==> config.mk <==
export PLATFORM = sky130hd
export DESIGN_NAME = multicycle_control_fsm
export DESIGN_NICKNAME = d
export VERILOG_FILES = /design/src/rtl/multicycle_control_fsm.sv
export SDC_FILE = /design/constraint.sdc
export NUM_CORES = 1
export LEC_CHECK = 0
export CAP_MARGIN = 40
export CORE_AREA = 2 2 72 74
export DETAILED_ROUTE_END_ITERATION = 8
export DIE_AREA = 0 0 74 76
export GPL_TIMING_DRIVEN = 1
export PLACE_DENSITY = 0.85
export SLEW_MARGIN = 20
export SYNTH_ARGS = -nofsm -noshare
export SYNTH_HDL_FRONTEND = slang
export SYNTH_SLANG_ARGS = --single-unit
==> constraint.sdc <==
create_clock -name clk -period 6.07 [get_ports clk]
set_input_delay 1.821 -clock clk [delete_from_list [all_inputs] [get_ports clk]]
set_output_delay 1.821 -clock clk [all_outputs]
set_load 0.01 [all_outputs]
==> src/rtl/multicycle_control_fsm.sv <==
`default_nettype none
// ============================================================================
//  Module   : multicycle_control_fsm
//  Purpose  : Main sequencer for the multi-cycle RISC-V datapath. Steps each
//             instruction through IF/ID/EX/MEM/WB, drives the datapath enables
//             and selects, handles memory wait states, halts on ECALL and
//             counts retired instructions.
//  Revision : 1.0  initial release
// ============================================================================
module multicycle_control_fsm #(
  parameter int STATE_W = 3,
  parameter int CNT_W   = 32
) (
  input  logic               clk,
  input  logic               reset,       // active-low, asynchronous
  input  logic [31:0]        inst,
  input  logic               bcond,
  input  logic               halt_cond,
  input  logic               mem_ready,
  output logic               pc_write,
  output logic               pc_source,
  output logic               ir_write,
  output logic               i_or_d,
  output logic               mem_read,
  output logic               mem_write,
  output logic               mem_to_reg,
  output logic               reg_write,
  output logic               alu_src_a,
  output logic [1:0]         alu_src_b,
  output logic [1:0]         alu_ctrl_op,
  output logic               is_halted,
  output logic [STATE_W-1:0] state_out,
  output logic [CNT_W-1:0]   inst_count
);

  typedef enum logic [2:0] {
    S_IF   = 3'd0,
    S_ID   = 3'd1,
    S_EX   = 3'd2,
    S_MEM  = 3'd3,
    S_WB   = 3'd4,
    S_BR   = 3'd5,
    S_HALT = 3'd6
  } state_t;

  localparam logic [6:0] OP_ARITH     = 7'b0110011;
  localparam logic [6:0] OP_ARITH_IMM = 7'b0010011;
  localparam logic [6:0] OP_LOAD      = 7'b0000011;
  localparam logic [6:0] OP_STORE     = 7'b0100011;
  localparam logic [6:0] OP_BRANCH    = 7'b1100011;
  localparam logic [6:0] OP_JAL       = 7'b1101111;
  localparam logic [6:0] OP_JALR      = 7'b1100111;
  localparam logic [6:0] OP_ECALL     = 7'b1110011;

  state_t     state;
  state_t     next_state;
  logic [6:0] opcode;
  logic       known_op;
  logic       halt_entry;
  logic       unused_inst;

  assign opcode      = inst[6:0];
  assign unused_inst = ^inst[31:7];

  // Opcodes that proceed to EX; ECALL and anything unrecognised stop in ID.
  assign known_op = (opcode inside {OP_ARITH, OP_ARITH_IMM, OP_LOAD, OP_STORE,
                                    OP_BRANCH, OP_JAL, OP_JALR});

  // ECALL with x17==10 retires into the halt state.
  assign halt_entry = (state == S_ID) && (opcode == OP_ECALL) && halt_cond;

  assign state_out = STATE_W'(state);

  // State register.
  always_ff @(posedge clk or negedge reset) begin
    if (!reset) begin
      state <= S_IF;
    end else begin
      state <= next_state;
    end
  end

  // Sticky halt flag and retired-instruction counter (wraps naturally).
  always_ff @(posedge clk or negedge reset) begin
    if (!reset) begin
      is_halted  <= 1'b0;
      inst_count <= '0;
    end else begin
      if (halt_entry) begin
        is_halted <= 1'b1;
      end
      if (pc_write || halt_entry) begin
        inst_count <= inst_count + CNT_W'(1);
      end
    end
  end

  // Next-state and control decode; everything defaults to inactive.
  always_comb begin
    next_state  = state;
    pc_write    = 1'b0;
    pc_source   = 1'b0;
    ir_write    = 1'b0;
    i_or_d      = 1'b0;
    mem_read    = 1'b0;
    mem_write   = 1'b0;
    mem_to_reg  = 1'b0;
    reg_write   = 1'b0;
    alu_src_a   = 1'b0;
    alu_src_b   = 2'b00;
    alu_ctrl_op = 2'b00;

    case (state)
      S_IF: begin
        mem_read = 1'b1;
        if (mem_ready) begin
          ir_write   = 1'b1;
          next_state = S_ID;
        end
      end

      S_ID: begin
        // ALUOut <= PC + 4 while decoding.
        alu_src_b = 2'b01;
        if ((opcode == OP_ECALL) && halt_cond) begin
          next_state = S_HALT;
        end else if ((opcode == OP_ECALL) || !known_op) begin
          pc_write   = 1'b1;
          next_state = S_IF;
        end else begin
          next_state = S_EX;
        end
      end

      S_EX: begin
        case (opcode)
          OP_ARITH: begin
            alu_src_a   = 1'b1;
            alu_ctrl_op = 2'b10;
            next_state  = S_WB;
          end
          OP_ARITH_IMM: begin
            alu_src_a   = 1'b1;
            alu_src_b   = 2'b10;
            alu_ctrl_op = 2'b01;
            next_state  = S_WB;
          end
          OP_LOAD, OP_STORE: begin
            alu_src_a  = 1'b1;
            alu_src_b  = 2'b10;
            next_state = S_MEM;
          end
          OP_BRANCH: begin
            alu_src_a   = 1'b1;
            alu_ctrl_op = 2'b11;
            if (bcond) begin
              next_state = S_BR;
            end else begin
              // Not taken: ALUOut still holds PC+4 from ID.
              pc_write   = 1'b1;
              pc_source  = 1'b1;
              next_state = S_IF;
            end
          end
          OP_JAL, OP_JALR: begin
            // Link register receives ALUOut (PC+4); PC takes the target.
            alu_src_a  = (opcode == OP_JALR);
            alu_src_b  = 2'b10;
            reg_write  = 1'b1;
            pc_write   = 1'b1;
            next_state = S_IF;
          end
          default: begin
            next_state = S_IF;
          end
        endcase
      end

      S_MEM: begin
        i_or_d    = 1'b1;
        alu_src_b = 2'b01;
        if (opcode == OP_LOAD) begin
          mem_read = 1'b1;
          if (mem_ready) begin
            next_state = S_WB;
          end
        end else begin
          mem_write = 1'b1;
          if (mem_ready) begin
            pc_write   = 1'b1;
            next_state = S_IF;
          end
        end
      end

      S_WB: begin
        reg_write  = 1'b1;
        mem_to_reg = (opcode == OP_LOAD);
        alu_src_b  = 2'b01;
        pc_write   = 1'b1;
        next_state = S_IF;
      end

      S_BR: begin
        alu_src_b  = 2'b10;
        pc_write   = 1'b1;
        next_state = S_IF;
      end

      S_HALT: begin
        next_state = S_HALT;
      end

      default: begin
        next_state = S_IF;
      end
    endcase
  end

endmodule
`default_nettype wire
---- Word level (Yosys, flattened, before mapping) ----
Index checks and enable logic that the tools add are counted.
storage, ports and cells
  register bits ........................... 36
cells by class
  equal/unequal tests ..................... 16
  reductions and logical operators ........ 16
  add/sub/neg operators ................... 1
  multiplexer cells ....................... 33
operators by type and width
  operator               number
  $add 32x1->32 const B  1
  $eq 7x7->1 const B     4
  $mux 3                 6
  $mux 1                 15
  $pmux 3 s5             1
  $eq 7x6->1 const B     2
  $pmux 2 s3             2
  $reduce_or 5->1        2
  $eq 3x3->1 const B     3
  $pmux 3 s3             1
  $pmux 1 s2             4
  $reduce_or 2->1        4
  $eq 7x2->1 const B     1
  $eq 7x5->1 const B     1
  $reduce_bool 7->1      1
  $eq 3x2->1 const B     2
  $mux 2                 3
  $ne 2x2->1 const B     2
  $pmux 1 s4             1
  $eq 3x1->1 const B     1
  $logic_and 1x1->1      3
  $logic_not 3->1        1
  $reduce_or 3->1        1
  $logic_or 1x1->1       2
  2 further kinds        2

---- Logic depth before layout (Yosys ltp) ----
Gate-level depths: netlist (run 1).
  depth after elaboration ................. 8
  depth in mapped cells ................... 8

---- Worst setup path before layout (run 1) ----
OpenSTA, ideal clock, no wires.
  kind .................................... input port to output port
  start ................................... in inst[2]
  end ..................................... out pc_write
  path buffers ............................ 2
  stages on the path ...................... 6
  arrival ................................. 3,035 ps
  slack ................................... 1,214 ps
  path through ............................ nand4bb_1 -> buf_2 -> or4_4 -> nand3_2 -> o2111ai_4 -> buf_2
between the ends
  cells in the longest elaborated chain, start to end .. 7
  elaborated cells between the ends (all ways) .. 18
  classes of those cells .................. 8 x eq/ne; 5 x mux; 5 x reduce/logical
RTL lines
  what                                      line  text
  from (decl)                               16    input logic [31:0] inst,
  $eq 7x6->1, or another cell as far along  66    assign known_op = (opcode inside {OP_ARITH, OP_ARITH_IMM, OP_LOAD, OP_STORE,
  $reduce_bool 7->1                         66
  $logic_not 1->1                           127   end else if ((opcode == OP_ECALL) || !known_op) begin
  $logic_or 1x1->1                          127
  $mux 1                                    127
  $mux 1                                    125   if ((opcode == OP_ECALL) && halt_cond) begin
  $pmux 1 s4 (*)                            113   case (state)
  to (decl)                                 20    output logic pc_write,
Mark *: on every way between the ends. The rest lies on a longest branch, timed or not.

---- Worst setup path in the final report (run 1) ----
Ends and elaborated chain as after synthesis.

==> results.md, run 1 <==
- Status: complete, no violations
- Clk_skew: 0.00398 ns
- Antenna diodes: 0
- CTS tree: done
- Mapped cell area: about 2200 sq um
- Clk_lat worst skew: 0.29 ns
- Vias in the first global route: 1834
- Total power: 0.000617 W
- Post-CTS Resized: 0
- Initial core utilization: between 40 and 50%
- Largest net degree at the start of global routing: 37
- IO Port Bufs: 60
- Kind of critical path: input port to output pin
- Hold path depth: 1
- Nets: between 300 and 400
- Core area: 4910 sq um
- Crit-path max cell delay: 0.58 ns
- Total GRT Usage: a little under a fifth
- Final hold vios: 0
- Most frequent cells in the layout: 59 x clkdlybuf4s50_1, 36 x dfrtp_1, 30 x xnor2_1, 15 x and3_1
- Critical R2R Capture: inst_count[1]
- Mux cell area share after synthesis: 0.511%
- CP endpoint kind: output pin
- Asr flop ratio synth: between 90% and 100%
- Total negative slack: 0 ns
- Clock tree buffer depth: 2
- Synth Area in Simple Gates: 21.9%
- Dpl cell area: 2870 sq um
- Critical-path top delay cell: clkdlybuf4s50_1
- DR pass1 iterations: 4
- Wire per inst: about 15 um
- Max frequency: 0.175 GHz
- H-tree levels: 2
- Worst Path Arrival: ~3.9 ns
- Power per cell area: 207 nW/um^2
- Vias per inst: between 5 and 6
- Initial antenna violation count: 0
- DR iter-0 viols: 121
- Clk slew on worst S/H paths: roughly 0.07 ns
- Min Clock Period, post-route: about 5.7 ns
- Adder-cell area share of the yosys netlist: less than 1%
- Synth cell types: 47
- Reg2Reg Depth: 6
- Cell family with most CP delay: buffers and inverters
- ANT nets after route: 0
- Clk sinks: 36
- Setup Buffers After CTS: 0
- Design area: between 2000 and 3000 sq um
- Most common cell after layout, fill and taps aside: clkdlybuf4s50_1
- Root buffer cell: clkbuf_8
- Slew headroom: between 50% and 60%
- XOR/XNOR Fraction of Synth Area: 12.3%
- Synth-to-Final Area Change: 35.5%
- Grt ovf: 0
- CTS Hold Bufs: 0
- Crit path from: inst[2]
- Max-cap violation count: 0
- Worst slew pin tran: approximately 0.68 ns
- DIE WIDTH: about 74 um
- Cells after synthesis: 216
- CP Buf/Inv Count: 3
- Reg2reg setup slack: 3.85 ns
- Synth Flop Type: dfrtp_1
- Crit path max fanout: 6
- Data required time of the worst path: roughly 4.3 ns
- Largest family of logic cells by synthesized area: simple AND/OR/NAND/NOR gates
- Final Cycle Share: between 90 and 100%
- Vert. Die Dim: around 76 um
- Fin util: about three fifths
- Reg2reg start: state_out[0]
- Synthesized area per cell: ~10 sq um
- Max rail drop VDD: about 0.15 mV
- RSZ-0062 raised after global routing: no
- RD Place Congestion: just over 0.8
- Syn nets: ~250
- I/O pins: 86
- # DRC: 0
- Aggregate routed wire length: slightly above 5000 um
- Ys Warns: 0
- CP Launch Type: input port
- Post-synthesis compound-gate area fraction: about a fifth
- Dpl hpwl: about 3600 um
- Worst hold path class: flip-flop to flip-flop
- Die area: 5620 sq um
- EDFF count, synth: 0
- Critical path's most frequent cell: clkdlybuf4s50_1
- Total CTS buffers: 5
- Max-slew violations: 0
- Via Count: roughly 1900
- Final setup fails: 0
- CP Cell Sequence: clkdlybuf4s50_1 > nand4bb_1 > buf_4 > nor4_1 > o21ai_0 > o2111ai_4 > clkdlybuf4s50_1
- Layout cell share with drive strength beyond 1: approximately 13%
- First-pass GRT wire length: ~8500 um
- Sequential share of the synthesized area: roughly 41%
- Worst path depth: 7
- Seq cells post-synth: 36
- LEAKAGE: between 1 and 1.5 nW
- # rows: 26
- CP Capture Point: pc_write
## routing by layer
| layer | global-route usage [%] | routed length (um) |
|---|---|---|
| met3 | 5.03 | 181 |
| met4 | 5.45 | 79 |
| met5 | 0 | 0 |
| met1 | 24.7 | 2350 |
| met2 | 31.2 | 2470 |
## power by group
part,total (W),leakage [nW],internal [W],switching (W)
registers,0.000289,0.485,0.000261,0.0000285
logic,0.000154,0.657,0.0000819,0.0000722
clock network,0.000174,0.0455,0.0000925,0.0000814
## state kept, by name (all words and copies together), names as in the netlist
name,count
inst_count,32
is_halted,1
state_out,3
## cells in the mapped netlist, drive strengths merged (3+ instances only)
library cell,instances,area (sq um)
nor2,10,37.5
nand2,11,41.3
clkbuf,4,15.0
a21oi,4,20.0
buf,11,67.6
o211ai,6,65.1
o21ai,17,85.1
o2111ai,14,184
nor4,3,25.0
and2,3,18.8
nor3,3,15.0
and4,10,87.6
and3,15,93.8
xnor2,30,263
nor2b,3,18.8
nand2b,5,31.3
dfrtp,36,901
nand3,6,35.0
## stage by stage
step,cells,hold slack [ns],worst slack (ns)
detailed placement,338,0.461,0.364
global placement,337,0.457,0.392
global route,347,0.499,0.254
CTS,346,0.470,0.352
floorplan,216,0.504,1.21
finish,347,0.469,0.359
## kinds of logic (layout without fill, tap and decap cells)
family	count (synthesis)	in the layout
and+or+nand+nor	79	79
DFF	36	36
xor gates and xnor gates	31	31
muxes	1	1
buffers and inverters	17	78
AOI/OAI and AO/OA	51	51
adders and majority gates	1	1
## worst min path at each step
stage                   start  slack (ns)        endpoint
6_report       inst_count[31]        0.47  inst_count[31]
5_1_grt             is_halted        0.50       is_halted
4_1_cts        inst_count[31]        0.47  inst_count[31]
3_5_place_dp   inst_count[31]        0.46  inst_count[31]
3_3_place_gp        is_halted        0.46       is_halted
2_1_floorplan  inst_count[31]        0.50  inst_count[31]
## final cells by class
type                    count  area, sq um
clock buffers               8         90.1
well taps                  70         87.6
inverters                   2         7.51
repair buffers             68          679
fillers                   414         1930
multi-input cells         163         1220
flip-flops and latches     36          901
(Power assumes the default switching activity.)
==> inputs of run 2 (changes only) <==
Settings changed: CORE_AREA 2 2 72 74 to 2 2 66 81, DIE_AREA 0 0 74 76 to 0 0 68 83.
==> run 2 against run 1 <==
Effect of this change:
- register-to-register slack about the same
- non-clock buffer count is 1 lower
- worst hold slack worse by 0.0053 ns
- clock power increased by 5%
- critical path type unchanged
- critical endpoint unchanged
==> results.md, run 2 (synthesis gave the netlist of run 1 again) <==
- Status: complete, no violations
- # DRC: 0 (unchanged)
- Nets: 313 (-0.32%)
- Dpl cell area: 2860 sq um (-0.39%)
- Clk_lat worst skew: 0.29 ns (about the same)
- Clk sinks: 36 (unchanged)
- Worst slew pin tran: 0.639 ns (-0.0388 ns)
- IO Port Bufs: 60 (unchanged)
- Max frequency: 0.171 GHz (-2.1%)
- RSZ-0062 raised after global routing: no
- Final Cycle Share: 96.1% (+2.0 points)
- M1 GR Usage: 25.7% (+0.98 points)
- Most common cell after layout, fill and taps aside: clkdlybuf4s50_1
- Total CTS buffers: 5 (unchanged)
- DR iter-0 viols: 121 (unchanged)
- Root buffer cell: clkbuf_8
- Core area: 4830 sq um (-1.6%)
- RD Place Congestion: 0.762 (-5.8%)
- Setup Buffers After CTS: 0 (unchanged)
- CTS Hold Bufs: 0 (unchanged)
- Total GRT Usage: 19.5% (+0.43 points)
- DR pass1 iterations: 4 (unchanged)
- Wire per inst: 15.3 um (+4.8%)
- Max-cap violation count: 0 (unchanged)
- Crit path max fanout: 6 (unchanged)
- Max rail drop VDD: 0.139 mV (-6.2%)
- Reg2reg setup slack: 3.86 ns (about the same)
- Reg2Reg Depth: 6 (unchanged)
- Fill cells: 432 (+4.3%)
- Vert. Die Dim: 83 um (+9.2%)
- Initial antenna violation count: 0 (unchanged)
- Crit path from: inst[2]
- Final setup fails: 0 (unchanged)
- Setup WS post-layout: 0.236 ns (-0.123 ns)
- Hold_ws: 0.464 ns (-0.00532 ns)
- CTS tree: done
- Grt ovf: 0 (unchanged)
- Vias per inst: 5.67 (+3.9%)
- Top Usage Layer GRT: met2
- Reg2reg start: state_out[0]
- Post-CTS Resized: 0 (unchanged)
- Vias in the first global route: 1878 (+2.4%)
- Layout cell share with drive strength beyond 1: 12.4% (-0.27 points)
- Synth-to-Final Area Change: 34.1%
- DIE WIDTH: 68 um (-8.1%)
- Total negative slack: 0 ns (unchanged)
- CP endpoint kind: output pin
- I/O pins: 86 (unchanged)
- Fin util: 61.1% (+0.30 points)
- CP Launch Type: input port
- Clk slew on worst S/H paths: 0.06 ns (about the same)
- Design area: 2950 sq um (-1.1%)
- Data required time of the worst path: 4.25 ns (about the same)
- Clk_skew: 0.00323 ns (-0.000742 ns)
- Slew headroom: 57.2% (+2.6 points)
- Met3 Use GR: 2.98% (-2.0 points)
- Power per cell area: 211 nW/um^2 (+2.2%)
- Kind of critical path: input port to output pin
- Most frequent cells in the layout: 60 x clkdlybuf4s50_1, 36 x dfrtp_1, 30 x xnor2_1, 15 x and3_1
- H-tree levels: 2 (unchanged)
- Initial core utilization: 45.6% (+0.72 points)
- Max-slew violations: 0 (unchanged)
- Top reg by flops: inst_count
- Antenna diodes: 0 (unchanged)
- Critical R2R Capture: inst_count[1]
- Worst Path Arrival: 4.01 ns (+0.12 ns)
- Clock tree buffer depth: 2 (unchanged)
- CP Capture Point: pc_write
- ANT nets after route: 0 (unchanged)
- Worst hold path class: flip-flop to flip-flop
- Via Count: 1901 (+0.26%)
- # rows: 28 (+7.7%)
- Aggregate routed wire length: 5130 um (+1.1%)
- Hold path depth: 1 (unchanged)
- Worst setup slack after placement: 0.252 ns (-0.112 ns)
- Dpl hpwl: 3640 um (+2.3%)
- Die area: 5640 sq um (+0.36%)
- Min Clock Period, post-route: 5.83 ns (+0.123 ns)
- Global-route met2 utilization: 32.2% (+1.1 points)
- First-pass GRT wire length: 8700 um (+2.1%)
- Final hold vios: 0 (unchanged)
- Max FFs per register: 32 (unchanged)
- Largest net degree at the start of global routing: 37 (unchanged)
- LEAKAGE: 1.18 nW (-0.78%)
run 2: worst min-delay path by stage:
stage | endpoint | slack, ns | start
6_report | inst_count[31] | 0.46 | inst_count[31]
5_1_grt | is_halted | 0.49 | is_halted
4_1_cts | inst_count[31] | 0.47 | inst_count[31]
3_5_place_dp | inst_count[31] | 0.46 | inst_count[31]
3_3_place_gp | inst_count[31] | 0.45 | inst_count[31]
2_1_floorplan | inst_count[31] | 0.50 | inst_count[31]
run 2: report_power, final:
group | total [W] | internal [W] | switching (W)
combinational | 0.000152 | 0.0000808 | 0.0000713
sequential | 0.000289 | 0.000261 | 0.0000285
clock | 0.000182 | 0.000101 | 0.0000813
run 2: worst max-delay path: stages:
cell and delay [ns]:
clkdlybuf4s50_1 0.45, nand4bb_1 0.33, buf_4 0.24, nor4_1 0.23, o21ai_0 0.20, o2111ai_4 0.17, clkdlybuf4s50_1 0.58
run 2: metal layers:
metal	share of wire [%]	routed length [um]
met1	44	2250
met5	0	0
met4	1.3	66
met3	7.0	357
met2	48	2460
run 2: final cells by class:
| class | count | area (sq um) | area share (%) |
|---|---|---|---|
| Tap cell | 60 | 75.1 | 2.54 |
| Clock buffer | 7 | 96.3 | 3.26 |
| Sequential cell | 36 | 901 | 30.5 |
| Multi-Input combinational cell | 163 | 1220 | 41.3 |
| Timing Repair Buffer | 67 | 653 | 22.1 |
| Inverter | 2 | 7.51 | 0.254 |
run 2: metrics by stage:
step                      total power (W)  std cells
after floorplan                  0.000369        216
after global placement           0.000441        327
after detailed placement         0.000448        328
after CTS                        0.000630        335
after global routing             0.000656        335
final                            0.000624        335
==> inputs of run 3 (changes only) <==
==> constraint.sdc (replaced) <==
create_clock -name clk -period 6.07 [get_ports clk]
set_input_delay 1.214 -clock clk [delete_from_list [all_inputs] [get_ports clk]]
set_output_delay 1.214 -clock clk [all_outputs]
set_load 0.01 [all_outputs]
==> run 3 against run 2 <==
Effect of this change:
- worst setup slack improved by 1.0 ns
- first-iteration DRC count decreased by 19%
- largest cell class unchanged
- largest power group unchanged
- maximum frequency increased by 21%
- clock power decreased by 3%
- register-to-register slack about the same
- non-clock buffer count decreased by 3
- die area unchanged
- critical path depth unchanged
- clock skew increased by 0.0014 ns
- final cell count decreased by 0.60%
- via count increased by 0.58%
==> results.md, run 3 (synthesis gave the netlist of run 1 again) <==
- Critical path's most frequent cell: clkdlybuf4s50_1
- Top reg by flops: inst_count
- Reg area: 901 sq um (unchanged)
- CP endpoint kind: output pin
- Clk slew on worst S/H paths: 0.07 ns (about the same)
- Aggregate routed wire length: 5250 um (+2.3%)
- RSZ-0062 raised after global routing: no
- Final setup fails: 0 (unchanged)
- Antenna diodes: 0 (unchanged)
- Power per cell area: 211 nW/um^2 (-0.24%)
- Worst Path Arrival: 3.62 ns (-0.39 ns)
- CP Cell Sequence: clkdlybuf4s50_1 > nand4bb_1 > or4_4 > inv_1 > nand3_1 > a21oi_1 > clkdlybuf4s50_1
- Max rail drop VDD: 0.182 mV (+31%)
- Most common cell after layout, fill and taps aside: clkdlybuf4s50_1
- Grt ovf: 0 (unchanged)
- Wire per inst: 15.8 um (+2.9%)
- Clock tree buffer depth: 2 (unchanged)
- Vias in the first global route: 1894 (+0.85%)
- LEAKAGE: 1.16 nW (-1.1%)
- Dpl cell area: 2840 sq um (-0.79%)
- # rows: 28 (unchanged)
- Final Cycle Share: 79.6% (-16 points)
- Min Clock Period, post-route: 4.83 ns (-0.999 ns)
- Clk_skew: 0.00465 ns (+0.00141 ns)
- Top Usage Layer GRT: met2
- RD Place Congestion: 0.755 (-0.96%)
- Largest net degree at the start of global routing: 37 (unchanged)
- Cell family with most CP delay: simple AND/OR/NAND/NOR gates
- CP Launch Type: input port
- Worst hold path class: flip-flop to flip-flop
- Initial core utilization: 45.6% (unchanged)
- Total negative slack: 0 ns (unchanged)
- Design area: 2930 sq um (-0.89%)
- Die area: 5640 sq um (unchanged)
- Crit path max fanout: 9 (+3)
- Initial antenna violation count: 0 (unchanged)
- H-tree levels: 2 (unchanged)
- Max-cap violation count: 0 (unchanged)
- Nets: 310 (-0.96%)
- I/O pins: 86 (unchanged)
- Clk_lat worst skew: 0.29 ns (about the same)
- Met3 Use GR: 3.66% (+0.68 points)
- Max FFs per register: 32 (unchanged)
- Area of the multi-input gates: 1220 sq um (unchanged)
- Setup WS post-layout: 1.24 ns (+0.999 ns)
- Total GRT Usage: 19.6% (+0.039 points)
- Root buffer cell: clkbuf_8
- # DRC: 0 (unchanged)
- Dpl hpwl: 3740 um (+2.9%)
- Layout cell share with drive strength beyond 1: 11.7% (-0.64 points)
- Worst setup slack after placement: 1.25 ns (+1.00 ns)
- Worst slew pin tran: 0.665 ns (+0.0260 ns)
- Post-CTS Resized: 0 (unchanged)
- Max-slew violations: 0 (unchanged)
- Clk sinks: 36 (unchanged)
- DR pass1 iterations: 4 (unchanged)
- Most frequent cells in the layout: 60 x clkdlybuf4s50_1, 36 x dfrtp_1, 30 x xnor2_1, 15 x and3_1
- Vias per inst: 5.74 (+1.2%)
- Global-route met2 utilization: 33.5% (+1.3 points)
- First-pass GRT wire length: 8830 um (+1.5%)
- Critical-path top delay cell: or4_4
- ANT nets after route: 0 (unchanged)
- IO Port Bufs: 60 (unchanged)
- Synth-to-Final Area Change: 32.9%
- Total CTS buffers: 5 (unchanged)
- Final hold vios: 0 (unchanged)
- Core area: 4830 sq um (unchanged)
- CP Buf/Inv Count: 3 (unchanged)
- Data required time of the worst path: 4.86 ns (+0.61 ns)
- Fill cells: 435 (+0.69%)
- Slew headroom: 55.5% (-1.7 points)
- Via Count: 1912 (+0.58%)
- DIE WIDTH: 68 um (unchanged)
- Status: complete, no violations
- Crit-path max cell delay: 0.58 ns (about the same)
- Kind of critical path: input port to output pin
- Vert. Die Dim: 83 um (unchanged)
- M1 GR Usage: 25.1% (-0.59 points)
- CTS Hold Bufs: 0 (unchanged)
- Setup Buffers After CTS: 0 (unchanged)
- Max frequency: 0.207 GHz (+21%)
- DR iter-0 viols: 98 (-19%)
- CTS tree: done
## run 3: path summary, 6_finish.rpt
| kind | startpoint | to | slack [ns] | cells after the start |
|---|---|---|---|---|
| max | inst[2] | mem_read | 1.24 | 7 |
| min | inst_count[31] | inst_count[31] | 0.47 | 1 |
| max reg2reg | state_out[0] | inst_count[1] | 3.85 | 6 |
| min reg2reg | inst_count[31] | inst_count[31] | 0.47 | 1 |
| max in group asynchronous | reset | inst_count[18] | 4.40 | 2 |
| min in group asynchronous | reset | inst_count[19] | 1.34 | 2 |
## run 3: metal layers
metal  part of all wire [%]  vias up
li1                       -      906
met1                     42      929
met2                     50       73
met3                    7.3        4
met4                   0.67        0
met5                      0        -
## run 3: final cells by class
class,count,area share [%]
clock buffers,6,2.82
multi-input cells,163,41.7
inverters,2,0.256
repair buffers,64,21.5
flip-flops and latches,36,30.8
clock inverters,2,0.342
well taps,60,2.56
## run 3: per-stage QoR
step | util [%] | std cells | power (W) | hold WS (ns)
after floorplan | - | 216 | 0.000369 | 0.504
after global placement | 58.5 | 324 | 0.000440 | 0.455
after detailed placement | 58.6 | 325 | 0.000447 | 0.465
after CTS | 60.6 | 333 | 0.000620 | 0.478
after global routing | 60.6 | 333 | 0.000646 | 0.494
final | 60.6 | 333 | 0.000617 | 0.467
## run 3: power by group
group / switching, W / total, W / internal [W]
Combinational: 0.0000710 / 0.000151 / 0.0000796
Sequential: 0.0000294 / 0.000290 / 0.000261
Clock: 0.0000855 / 0.000176 / 0.0000906
## run 3: worst reg2reg max path: cells and delay by family (launching register included)
kind / cells / cell delay, ns
mux: 1 / 0.29
simple gates: 3 / 0.68
flops: 1 / 0.48
compound gates: 1 / 0.27
buf+inv: 1 / 0.39
==> RTL change 1: new RTL, flow settings as in run 1 <==
Put one more register stage on the output `inst_count`, cleared by the reset. The value now appears one clock later. The other outputs are not delayed to match.
--- a/src/rtl/multicycle_control_fsm.sv
+++ b/src/rtl/multicycle_control_fsm.sv
@@ -52,6 +52,8 @@
   localparam logic [6:0] OP_JALR      = 7'b1100111;
   localparam logic [6:0] OP_ECALL     = 7'b1110011;
 
+  logic [CNT_W-1:0] inst_count_s0;
+
   state_t     state;
   state_t     next_state;
   logic [6:0] opcode;
@@ -84,13 +86,13 @@
   always_ff @(posedge clk or negedge reset) begin
     if (!reset) begin
       is_halted  <= 1'b0;
-      inst_count <= '0;
+      inst_count_s0 <= '0;
     end else begin
       if (halt_entry) begin
         is_halted <= 1'b1;
       end
       if (pc_write || halt_entry) begin
-        inst_count <= inst_count + CNT_W'(1);
+        inst_count_s0 <= inst_count_s0 + CNT_W'(1);
       end
     end
   end
@@ -217,5 +219,13 @@
     endcase
   end
 
+  always_ff @(posedge clk or negedge reset) begin
+    if (!reset) begin
+      inst_count <= '0;
+    end else begin
+      inst_count <= inst_count_s0;
+    end
+  end
+
 endmodule
 `default_nettype wire
Check against the original RTL: not equivalent (Yosys sat finds a counterexample within 4 cycles, from zero or initial values and one cycle with reset low).
==> RTL change 1 against run 1 <==
Routed wire length is 21% higher; core utilization is 18 points higher; area after synthesis rose by 36%; sequential cell count increased by 32; final area rose by 30%; fmax fell by 3.7%; total power is 79% higher; setup slack worse by 0.22 ns; count of clock-buffer cells in the layout up 4; critical endpoint unchanged; largest cell class is now flip-flops and latches; highest routed layer unchanged.
==> RTL change 1: results (changes against run 1) <==
vias in the first global route=2189 (+19%); synth unique cells=37 (-21%); Post-Route M1 WL=2670 µm (+14%); worst slack at placement=0.132 ns (-0.232 ns); post-DP HPWL=4130 µm (+16%); Psw=301 µW (+65%); GRT met1 Usage=32.3% (+7.6 points); htree depth=3 (+1); fin crit share=97.7% (+3.6 points); Worst-Skew Late Latency=0.34 ns (+0.05 ns); end of the worst register-to-register path=inst_count_s0[26]$_DFFE_PN0P_; CTS Buf Count=9 (+4); largest cells by area after synthesis=dfrtp_1 (57%), xor2_1 (7.3%), a2111oi_2 (5.0%); met2 GRT Util=37.0% (+5.8 points); drt total wl=6130 µm (+21%); Hold Path Cell Cnt=0 (-1); first-pass GRT wire length=10400 µm (+23%); sequential area share after synthesis=57.0% (+16 points); gpl congestion=0.790 (-2.5%); drt initial violations=179 (+48%); wire per inst=15.4 µm (+5.0%); DR WL met2=3030 µm (+23%); metal3 WL=247 µm (+36%); outcome=finished, final reports clean; worst vdd ir=0.161 mV (+8.7%); hold path start=inst_count_s0[19]$_DFFE_PN0P_; Syn Area/Cell=11.6 µm² (+14%); worst r2r src=state_out[2]$_DFFE_PN0P_; syn_nets=295 (+16%); Clk network pwr share=32.9% (+4.7 points); WHS=0.392 ns (-0.0770 ns); layout cells sized above 1=12.5% (-0.17 points); layout net count=364 (+16%)
-- RTL change 1: changes by cell type in the layout (fill, tap and decap cells not counted), moves of 7 or more --
cell,change
a2111oi_2,+10
nand3_1,+13
nand2_1,+11
and4_1,-9
o2111ai_2,-7
and3_1,-14
a211oi_1,+13
xnor2_1,-24
xor2_1,+24
o21ai_1,-11
dfrtp_1,+32
inv_1,+9
-- RTL change 1: kinds of logic after synthesis --
group / after synthesis / synth area share (%)
adders and majority gates: 1 / 0.419
and+or+nand+nor: 85 / 15.2
muxes: 2 / 0.838
buffers and inverters: 21 / 3.35
xor gates and xnor gates: 31 / 9.09
AOI/OAI and AO/OA: 49 / 14.1
DFF: 68 / 57.0
-- RTL change 1: cell type report --
cell class | count | area share, %
sequential | 68 | 43.9
multi-input combinational | 168 | 30.6
timing repair buffer | 68 | 17.2
clock buffer | 12 | 4.01
tap | 70 | 2.26
inverter | 11 | 1.07
clock inverter | 2 | 0.904
==> RTL change 2: new RTL, settings of run 1 <==
Without the edit above. Change the parameter `CNT_W` from 32 to 48.
--- a/src/rtl/multicycle_control_fsm.sv
+++ b/src/rtl/multicycle_control_fsm.sv
@@ -9,7 +9,7 @@
 // ============================================================================
 module multicycle_control_fsm #(
   parameter int STATE_W = 3,
-  parameter int CNT_W   = 32
+  parameter int CNT_W   = 48
 ) (
   input  logic               clk,
   input  logic               reset,       // active-low, asynchronous
Interface: changed (resized inst_count); port bits go from 86 to 102. The function was not compared with the original's and may differ.
==> RTL change 2 against run 1 <==
First-iteration DRC count up 61%; total power increased by 37%; setup slack worse by 0.10 ns; core utilization increased by 19 points; count of clock-buffer cells in the layout down 3; sequential cell count rose by 16; routed wire length up 34%; final area rose by 31%; via count up 33%; die area did not move; area after synthesis is 37% higher; critical path type unchanged.
==> RTL change 2: results (changes against run 1) <==
post-DP HPWL=4750 µm (+33%); Port Buf Inserts=76 (+27%); Worst-path clk slew=0.09 ns (+0.02 ns); via count=2530 (+33%); CP max stage delay=0.55 ns (-0.03 ns); drt initial violations=195 (+61%); drt total wl=6800 µm (+34%); layout net count=415 (+32%); outcome=finished, final reports clean; Root Buffer Master=clkbuf_8; gpl congestion=0.941 (+16%); synth unique cells=48 (+2.1%); fin cells=448 (+29%); pin count of the biggest net entering global routing=53 (+43%); Rel. slew slack=50.0% (-4.6 points); syn_nets=343 (+35%); layout cells sized above 1=9.52% (-3.1 points); sequential area share after synthesis=43.2% (+2.3 points); worst vdd ir=0.194 mV (+31%); Mapped Cells=305 (+41%); Setup Buffers After CTS=0 (unchanged); CP max FO=9 (+3); largest cells by area after synthesis=dfrtp_1 (43%), xor2_1 (11%), nor4_2 (3.7%); Worst-Skew Late Latency=0.31 ns (+0.02 ns); Hold Path Class=reg -> reg; Fill cells=336 (-19%); first-pass GRT wire length=11100 µm (+30%); Top reg by flops=inst_count; vias in the first global route=2375 (+29%); Leak Pwr=1.76 nW (+48%); max reg flops=48 (+50%); WP data arrival=3.99 ns (+0.10 ns); diodes inserted=0 (unchanged); initial antenna violation count=0 (unchanged); skew final=0.0117 ns (+0.00775 ns); synth cell count leaders=dfrtp_1 (52), xor2_1 (37), nand2_1 (28); MaxCap Viol Count=0 (unchanged); Total GRT Usage=24.9% (+5.8 points); Max stage delay cell, worst path=clkdlybuf4s50_1; dpl cells=440 (+30%)
RTL change 2: cell types whose count changed after synthesis, moves of 11 or more:
cell,before,now
nand3_1,5,16
xnor2_1,30,11
o21ai_1,11,0
dfrtp_1,36,52
nand2_1,11,28
nor3_1,3,22
nor2_1,10,23
xor2_1,1,37
RTL change 2: layout make-up:
type / count / area, µm² / share of cell area (%)
Clock buffer: 5 / 68.8 / 1.75
Clock inverter: 3 / 68.8 / 1.75
Inverter: 4 / 15.0 / 0.383
Multi-Input combinational cell: 232 / 1580 / 40.3
Sequential cell: 52 / 1300 / 33.2
Tap cell: 70 / 87.6 / 2.23
Timing Repair Buffer: 82 / 801 / 20.4
RTL change 2: cells by family after synthesis:
group | Yosys count | synth area share (%)
AOI/OAI and AO/OA | 21 | 4.40
xor gates and xnor gates | 48 | 13.9
adders and majority gates | 1 | 0.415
buffers and inverters | 21 | 4.57
DFF | 52 | 43.2
muxes | 1 | 0.374
and+or+nand+nor | 161 | 33.1
RTL change 2: metal layers:
layer	wire (µm)	vias up	GRT usage, %
met4	108	0	8.73
li1	-	1218	-
met5	0	-	0
met2	3320	85	39.7
met1	3010	1217	33.3
met3	370	10	5.03
RTL change 2: power by group:
part           total, mW  internal, mW  switching (mW)
logic              0.168        0.0844          0.0840
clock network      0.280         0.166           0.114
registers          0.398         0.369          0.0289
RTL change 2: per-stage QoR:
stage               total power [mW]  setup WS [ns]  hold WS, ns  cell area, µm²
finish                         0.846          0.257        0.474            3920
global route                   0.884          0.151        0.499            3920
CTS                            0.852          0.267        0.478            3920
detailed placement             0.573          0.275        0.464            3790
global placement               0.570          0.284        0.455            3790
floorplan                      0.496           1.25        0.504            3010
RTL change 2: final timing paths:
path | slack, ns | end | from | depth (start not counted)
max in group asynchronous | 4.00 | inst_count[26]$_DFFE_PN0P_ | reset | 2
min in group asynchronous | 1.62 | inst_count[25]$_DFFE_PN0P_ | reset | 2
setup / recovery | 0.26 | reg_write | inst[4] | 6
setup reg to reg | 3.58 | inst_count[41]$_DFFE_PN0P_ | state_out[0]$_DFFE_PN0P_ | 7
hold reg to reg | 0.47 | inst_count[47]$_DFFE_PN0P_ | inst_count[47]$_DFFE_PN0P_ | 1
hold / removal | 0.47 | inst_count[47]$_DFFE_PN0P_ | inst_count[47]$_DFFE_PN0P_ | 1
RTL change 2: worst max-delay path, delay by kind of cell:
kind	cells	cell delay, ns
compound gates	1	0.15
buf+inv	2	1.10
simple gates	3	0.93
